==> src/rtl/reset_sync_sequencer.sv <==
// rtl/reset_sync_sequencer.sv - async-assert, sync-release reset with stretch and staggered multi-output release
module reset_sync_sequencer #(
    parameter int SYNC_STAGES    = 2,
    parameter int STRETCH_CYCLES = 4,
    parameter int NUM_OUT        = 3,
    parameter int STAGGER        = 2
) (
    input  logic               clk,
    input  logic               rst,
    input  logic               sw_rst_req,
    output logic [NUM_OUT-1:0] rst_n_out,
    output logic               rst_done,
    output logic               busy
);

    localparam int CNT_MAX = (STRETCH_CYCLES > STAGGER) ? STRETCH_CYCLES : STAGGER;
    localparam int CNT_W   = $clog2(CNT_MAX + 1);
    localparam logic [CNT_W-1:0] STRETCH_LAST = CNT_W'(STRETCH_CYCLES - 1);
    localparam logic [CNT_W-1:0] STAGGER_LAST = CNT_W'(STAGGER - 1);

    typedef enum logic [1:0] {
        S_ASSERT,
        S_STRETCH,
        S_STAGGER,
        S_DONE
    } state_t;

    state_t               state;
    logic [CNT_W-1:0]     cnt;
    logic [SYNC_STAGES-1:0] sync_q;
    logic                 rst_sync;
    logic                 sync_rising;
    logic [NUM_OUT-1:0]   rel_next;
    logic [CNT_W-1:0]     cnt_last;

    always_ff @(posedge clk or negedge rst) begin
        if (!rst) begin
            sync_q <= '0;
        end else begin
            sync_q <= {sync_q[SYNC_STAGES-2:0], 1'b1};
        end
    end

    assign rst_sync = sync_q[SYNC_STAGES-1];
    // Looking one stage early lets the FSM leave ASSERT on the same edge rst_sync rises.
    assign sync_rising = sync_q[SYNC_STAGES-2];

    assign rel_next = NUM_OUT'({rst_n_out, 1'b1});
    assign cnt_last = (state == S_STRETCH) ? STRETCH_LAST : STAGGER_LAST;

    always_ff @(posedge clk or negedge rst) begin
        if (!rst) begin
            state     <= S_ASSERT;
            cnt       <= '0;
            rst_n_out <= '0;
            rst_done  <= 1'b0;
            busy      <= 1'b0;
        end else if (sw_rst_req && rst_sync) begin
            state     <= S_STRETCH;
            cnt       <= '0;
            rst_n_out <= '0;
            rst_done  <= 1'b0;
            busy      <= 1'b1;
        end else begin
            case (state)
                S_ASSERT: begin
                    if (sync_rising) begin
                        state <= S_STRETCH;
                        cnt   <= '0;
                        busy  <= 1'b1;
                    end
                end
                S_STRETCH, S_STAGGER: begin
                    if (cnt == cnt_last) begin
                        cnt       <= '0;
                        rst_n_out <= rel_next;
                        if (rel_next[NUM_OUT-1]) begin
                            state    <= S_DONE;
                            rst_done <= 1'b1;
                            busy     <= 1'b0;
                        end else begin
                            state <= S_STAGGER;
                        end
                    end else begin
                        cnt <= cnt + CNT_W'(1);
                    end
                end
                S_DONE: begin
                    state <= S_DONE;
                end
                default: begin
                    state <= S_ASSERT;
                end
            endcase
        end
    end

endmodule

==> config.mk <==
export PLATFORM = sky130hd
export DESIGN_NAME = reset_sync_sequencer
export DESIGN_NICKNAME = d
export VERILOG_FILES = /design/src/rtl/reset_sync_sequencer.sv
export SDC_FILE = /design/constraint.sdc
export NUM_CORES = 1
export LEC_CHECK = 0
export CORE_AREA = 2 2 39 41
export DETAILED_ROUTE_END_ITERATION = 8
export DIE_AREA = 0 0 41 43
export PLACE_DENSITY_LB_ADDON = 0.1
export SYNTH_ARGS = -nofsm -noshare
export SYNTH_HDL_FRONTEND = slang
export SYNTH_SLANG_ARGS = --single-unit
==> constraint.sdc <==
create_clock -name clk -period 4.4 [get_ports clk]
set_clock_uncertainty 0.2 [all_clocks]
set_input_delay 0.66 -clock clk [delete_from_list [all_inputs] [get_ports clk]]
set_output_delay 0.66 -clock clk [all_outputs]
set_load 0.01 [all_outputs]
Yosys cells after proc, flatten, opt, wreduce, memory -nomap -nowiden

Cells that the tools add are included.
Widths: inputs -> output; s select.

Add/sub/neg operators: 1
Eq/ne operators: 7
Multiplexer cells: 22
Reductions and logical operators: 12

Operators with widths:

| operator            | count |
|---|---|
| $mux 3              | 6 |
| $mux 1              | 9 |
| $ne 3x3->1 const B  | 3 |
| $mux 2              | 4 |
| $pmux 2 s3          | 1 |
| $pmux 3 s2          | 1 |
| $reduce_and 2->1    | 3 |
| $reduce_bool 2->1   | 3 |
| $eq 2x2->1 const B  | 2 |
| $reduce_and 4->1    | 1 |
| $add 3x1->3 const B | 1 |
| $eq 3x2->1          | 1 |
| $reduce_and 3->1    | 1 |
| $reduce_bool 3->1   | 1 |
| $eq 2x1->1 const B  | 1 |
| $logic_not 2->1     | 1 |
| $pmux 1 s2          | 1 |
| $reduce_or 2->1     | 1 |
| $logic_and 1x1->1   | 1 |

Register bits after elaboration: 12
Input port bits: 3
Output and inout bits: 5
Word-level logic and storage cells: 48

Depth between registers and ports, before layout

Gate-level depths: netlist of the first run.

Depth after elaboration: 6
Mapped depth: 7
Depth with buffers taken out: 6

Worst setup path after synthesis of the first run

OpenSTA, ideal clock, no wires.

Path type: flip-flop to flip-flop
Start: register state[0]
End: register cnt[2]
Library setup time: 0.122 ns
Data arrival time: 1.373 ns
Required time: 4.078 ns
Slack: 2.706 ns
Stages on the path, launching flop included: 7
Buffers on the path: 1
Period minus slack after synthesis: 1.694 ns
Path through: dfrtp_1 -> inv_1 -> ha_1 -> buf_6 -> mux2i_2 -> nand2_2 -> a32o_1

Longest elaborated chain between the ends: 6
Elaborated cells on any way between the ends: 12
Those cells by class: 4 x eq/ne; 4 x mux; 4 x reduce/logical

RTL lines:

| element                | RTL line | RTL |
|---|---|---|
| from (decl)            | 28       | `state_t state;` |
| from (signal assigned) | 53       | `state <= S_ASSERT;` |
| from (signal assigned) | 59       | `state <= S_STRETCH;` |
| from (signal assigned) | 68       | `state <= S_STRETCH;` |
| $eq 2x1->1             | 49, 65   |  |
| $mux 2                 | 49       | `assign cnt_last = (state == S_STRETCH) ? STRETCH_LAST : STAGGER_LAST;` |
| $eq 3x2->1             | 74       | `if (cnt == cnt_last) begin` |
| $mux 3                 | 74       |  |
| $pmux 3 s2             | 65       | `case (state)` |
| $mux 3                 | 58       | `end else if (sw_rst_req && rst_sync) begin` |
| to (signal assigned)   | 85       | `cnt <= cnt + CNT_W'(1);` |
| to (decl)              | 29       | `logic [CNT_W-1:0] cnt;` |

Parallel ways exist; a longest one is shown, timed or not.
A chain may end at the register's enable or synchronous reset.

Final worst setup path of the first run

Start: register rst_n_out[1]
End: output rst_n_out[1]

RTL lines:

| element                | RTL line | RTL |
|---|---|---|
| from (decl)            | 11       | `output logic [NUM_OUT-1:0] rst_n_out,` |
| from (signal assigned) | 76       | `rst_n_out <= rel_next;` |

No word-level cell between the ends.

==> results of run 1 <==
[area by class of cell]
cell class	instances	share of cell area
clock buffer	4	0.0494
inverter	3	0.0153
multi-input combinational	45	0.404
sequential	12	0.409
tap	16	0.0273
timing repair buffer	7	0.0954
[how the worst max path moves through the flow]
| stage | start | slack [ps] | depth (start not counted) | endpoint |
|---|---|---|---|---|
| 2_1_floorplan | state[0] | 2710 | 6 | cnt[2] |
| 3_3_place_gp | sw_rst_req | 2400 | 5 | cnt[2] |
| 3_5_place_dp | sw_rst_req | 2370 | 5 | cnt[2] |
| 4_1_cts | rst_n_out[1] | 2260 | 1 | rst_n_out[1] |
| 5_1_grt | rst_n_out[1] | 2210 | 1 | rst_n_out[1] |
| 6_report | rst_n_out[1] | 2260 | 1 | rst_n_out[1] |
[layer usage]
layer	global-route usage	wire, µm	vias to the layer above
li1	-	-	238
met1	0.232	541	228
met2	0.244	560	9
met3	0.0471	46	4
met4	0.100	21	0
met5	0	0	-
[cells by family after synthesis]
logic type | after synthesis | synth area share
flip-flops | 12 | 0.482
buffers and inverters | 5 | 0.0422
multiplexers | 1 | 0.0221
other | 1 | 0.00602
AND/OR/NAND/NOR | 21 | 0.177
adder cells (fa/ha/maj) | 4 | 0.0803
XOR/XNOR | 2 | 0.0281
AO/OA/AOI/OAI | 16 | 0.163
[power by group]
part | switching (mW) | internal, mW | leakage [nW]
combinational | 0.143 | 0.112 | 0.162
clock | 0.0383 | 0.0503 | 0.0210
sequential | 0.0275 | 0.141 | 0.149
total | 0.209 | 0.303 | 0.332
[flip-flops by register name (all words and copies together), names as in the netlist]
register	count
busy	1
sync_q	2
rst_n_out	3
cnt	3
rst_done	1
state	2
[synth_stat cells (all sizes together) (2+ instances only)]
| cell type | number | share of area |
|---|---|---|
| inv | 3 | 0.018 |
| nor2 | 3 | 0.022 |
| nor2b | 2 | 0.020 |
| nand3 | 4 | 0.032 |
| dfrtp | 12 | 0.48 |
| o21ai | 3 | 0.024 |
| ha | 4 | 0.080 |
| a21oi | 6 | 0.048 |
| nand2 | 6 | 0.040 |
[placed cells by master, fill, tap and decap left out, types with 2 or more instances in the layout]
cell | Yosys | routed
ha_1 | 4 | 4
nand3_1 | 4 | 4
inv_1 | 3 | 3
clkdlybuf4s50_1 | 0 | 7
nor2_1 | 2 | 2
dfrtp_1 | 12 | 12
clkbuf_4 | 0 | 3
o21ai_1 | 2 | 2
a21oi_1 | 6 | 6
nor2b_1 | 2 | 2
nand2_1 | 5 | 5
[stage by stage]
step | cell area [µm²] | total power [mW] | utilization | std cells
2_1_floorplan | 623 | 0.372 | - | 62
3_3_place_gp | 698 | 0.421 | 0.505 | 83
3_5_place_dp | 698 | 0.425 | 0.505 | 83
4_1_cts | 734 | 0.516 | 0.531 | 87
5_1_grt | 734 | 0.559 | 0.531 | 87
6_report | 734 | 0.512 | 0.531 | 87
==> impl_metrics.ini, run 1 <==
[place]
hpwlAfterDp_um = 871
gp_congestion = 0.753
pre_cts_slack_ps = 2370
portBuffers = 7

[yosys]
ys_types = 31
synth_warnings = 0
ys.flop_type = dfrtp_1
syn-cell-area_um2 = 623
syn_nets = 69
async_reset_ff_frac = 1.00
avgSynthCellArea_um2 = 10.0
synthCells = 62
ys_seq_area_frac = 0.482
synth-edff-count = 0
synth_seq_cells = 12

[min_path]
min_from = sync_q[0]
min_path_type = register to register
hold_depth = 0
min_to = sync_q[1]

[timing]
hold_ws_ps = 266
finalCritPeriodShare = 0.485
setup_viol = 0
rsz0062_at_grt = false
slew_violations = 0
relSlewSlack = 0.632
period_minus_slack_ps = 2140
setup_slack_ps = 2260
tightest_slew_ps = 550
fmax_mhz = 468
fin_setup_tns_ps = 0
hold_viol = 0

[layout]
num-nets-final = 79
antenna_cells = 0
fill_cells = 132
drive_gt1_frac = 0.0986
syn2layout_area_growth_pct = 17.9
seq_area_um2 = 300
multi_input_area_um2 = 297

[worst_setup_path]
path_cells = clkdlybuf4s50_1
r2r-end = cnt[2]
start_kind = register
cp.required_ps = 3540
critPathCaptureType = output pin
r2r_slack_ps = 2570
reg2reg_depth = 5
crit_arrival_ps = 1280
r2r-start = state[0]
path_delay_family = buffers and inverters
crit_type = register to output pin
worst-path-buf-inv = 1
worstPathMaxFanout = 6
worst_path_max_delay_cell = clkdlybuf4s50_1
slowest_delay_ps = 570

[clock_network]
numCtsBuffers = 3
clock_latency_ps = 270
h-tree-depth = 1
clk_pin_slew_worst_paths_ps = 80
cts_hold_buf = 0
cts_root_buffer = clkbuf_4
cts_tree = built
clock-sinks = 12
postCtsSetupRepairBufs = 0
ctsResizeCount = 0
cts_max_path_buffers = 2

[route]
wl_per_cell_um = 13.4
vias = 479
firstDrtPassIters = 3
drt-initial-drc-count = 8
drc_errors = 0
ant_nets = 0
post_drt_via_cell_ratio = 5.51
wl_um = 1170

[floorplanning]
fp.dieArea_um2 = 1760
start_util = 0.450
pin_count = 8
die_h_um = 43
die_w_um = 41
rows = 14
coreArea_um2 = 1380

[grt]
gr-total-overflow = 0
track_usage = 0.174
grt_pass1_wl_um = 2010
grt_pass1_vias = 454
grt_max_degree = 13
antenna_found_initial = 0

[run_status]
status = completed

[power]
p_leak_nw = 0.332
p_per_area_nw_per_um2 = 697
worst_ir_drop_vdd_mv = 0.410

[run]
maxCapViolCount = 0
(Power assumes the default switching activity.)
==> inputs of run 2 (changes only) <==
==> constraint.sdc (replaced) <==
create_clock -name clk -period 2 [get_ports clk]
set_clock_uncertainty 0.2 [all_clocks]
set_input_delay 0.3 -clock clk [delete_from_list [all_inputs] [get_ports clk]]
set_output_delay 0.3 -clock clk [all_outputs]
set_load 0.01 [all_outputs]
==> run 2 against run 1 <==
Against the previous run:
- die area did not move
- critical path type is now register to register
- largest power group unchanged
- critical endpoint is now cnt[2]
- critical path depth rose by 4
- first-iteration DRC count rose by 25%
==> impl_metrics.ini, run 2 (same netlist as run 1, synthesis figures left out) <==
[worst_setup_path]
critPathCaptureType = register
reg2reg_depth = 5
r2r_slack_ps = 190
cp.required_ps = 1970
worstPathMaxFanout = 9
r2r-end = cnt[2]
r2r-start = state[0]
crit_arrival_ps = 1780
crit_type = register to register
cp-startpoint = state[0]
start_kind = register

[grt]
gr-total-overflow = 0
track_usage = 0.162
grt_max_degree = 13
grt_pass1_vias = 445
antenna_found_initial = 0
grt_pass1_wl_um = 1900

[timing]
hold_ws_ps = 168
finalCritPeriodShare = 0.904
period_minus_slack_ps = 1810
fin_setup_tns_ps = 0
rsz0062_at_grt = false
tightest_slew_ps = 547
fmax_mhz = 553
slew_violations = 0
hold_viol = 0
setup_slack_ps = 193
setup_viol = 0
relSlewSlack = 0.634

[clock_network]
clk_pin_slew_worst_paths_ps = 80
ctsResizeCount = 0
cts_root_buffer = clkbuf_4
clock_latency_ps = 280
numCtsBuffers = 3
cts_max_path_buffers = 2
cts_tree = built
postCtsSetupRepairBufs = 0
clock-sinks = 12
h-tree-depth = 1
cts_hold_buf = 0

[route]
post_drt_via_cell_ratio = 5.36
wl_um = 1150
wl_per_cell_um = 13.2
drt-initial-drc-count = 10
firstDrtPassIters = 4
vias = 466
drc_errors = 0
ant_nets = 0

[run_status]
status = completed

[place]
hpwlAfterDp_um = 833
portBuffers = 7
dp_cells = 83
gp_congestion = 0.846
place_area_um2 = 698
pre_cts_slack_ps = 224

[min_path]
min_path_type = input pin to async pin

[floorplanning]
rows = 14
fp.dieArea_um2 = 1760
coreArea_um2 = 1380
start_util = 0.450
die_h_um = 43
die_w_um = 41
pin_count = 8

[power]
p_per_area_nw_per_um2 = 1530
p_leak_nw = 0.332
worst_ir_drop_vdd_mv = 0.823

[layout]
num-nets-final = 79
fin_cells = 87
fin_area_um2 = 734
top_regs = cnt: 3 flops, rst_n_out: 3 flops
final_common_cell = dfrtp_1
drive_gt1_frac = 0.0986
syn2layout_area_growth_pct = 17.9
antenna_cells = 0
layout_common_cells = 12 x dfrtp_1, 7 x clkdlybuf4s50_1, 6 x a21oi_1, 5 x nand2_1

[run]
maxCapViolCount = 0
## run 2: worst max path at each step
stage	to	slack, ps	cells after the start
2_1_floorplan	cnt[2]	310	6
3_3_place_gp	cnt[2]	250	5
3_5_place_dp	cnt[2]	220	5
4_1_cts	cnt[2]	210	5
5_1_grt	state[0]	100	6
6_report	cnt[2]	190	5
## run 2: worst max-delay path, cell delays in order, from the launching register on
cell     delay, ps
dfrtp_1        400
inv_1           60
ha_1           410
mux2i_2        240
nand2_2        120
a32o_1         260
## run 2: final cells by class
type	instances	area, µm²
inverter	3	11.3
multi-input combinational	45	297
timing repair buffer	7	70.1
fill	120	649
clock buffer	4	36.3
sequential	12	300
tap	16	20.0
## run 2: layer usage
layer / track usage / vias to the layer above / routed length [µm]
li1: - / 235 / -
met1: 0.231 / 214 / 565
met2: 0.219 / 12 / 517
met3: 0.0471 / 5 / 42
met4: 0.0800 / 0 / 27
met5: 0 / - / 0
## run 2: where the power goes
group | switching, mW | internal, mW | leakage [nW]
Combinational | 0.305 | 0.245 | 0.162
Clock | 0.0893 | 0.111 | 0.0210
Sequential | 0.0635 | 0.310 | 0.149
Total | 0.458 | 0.665 | 0.332
## run 2: stage by stage
step            util  power [mW]
6_report       0.531        1.12
5_1_grt        0.531        1.22
4_1_cts        0.531        1.13
3_5_place_dp   0.505       0.926
3_3_place_gp   0.505       0.926
2_1_floorplan      -       0.818
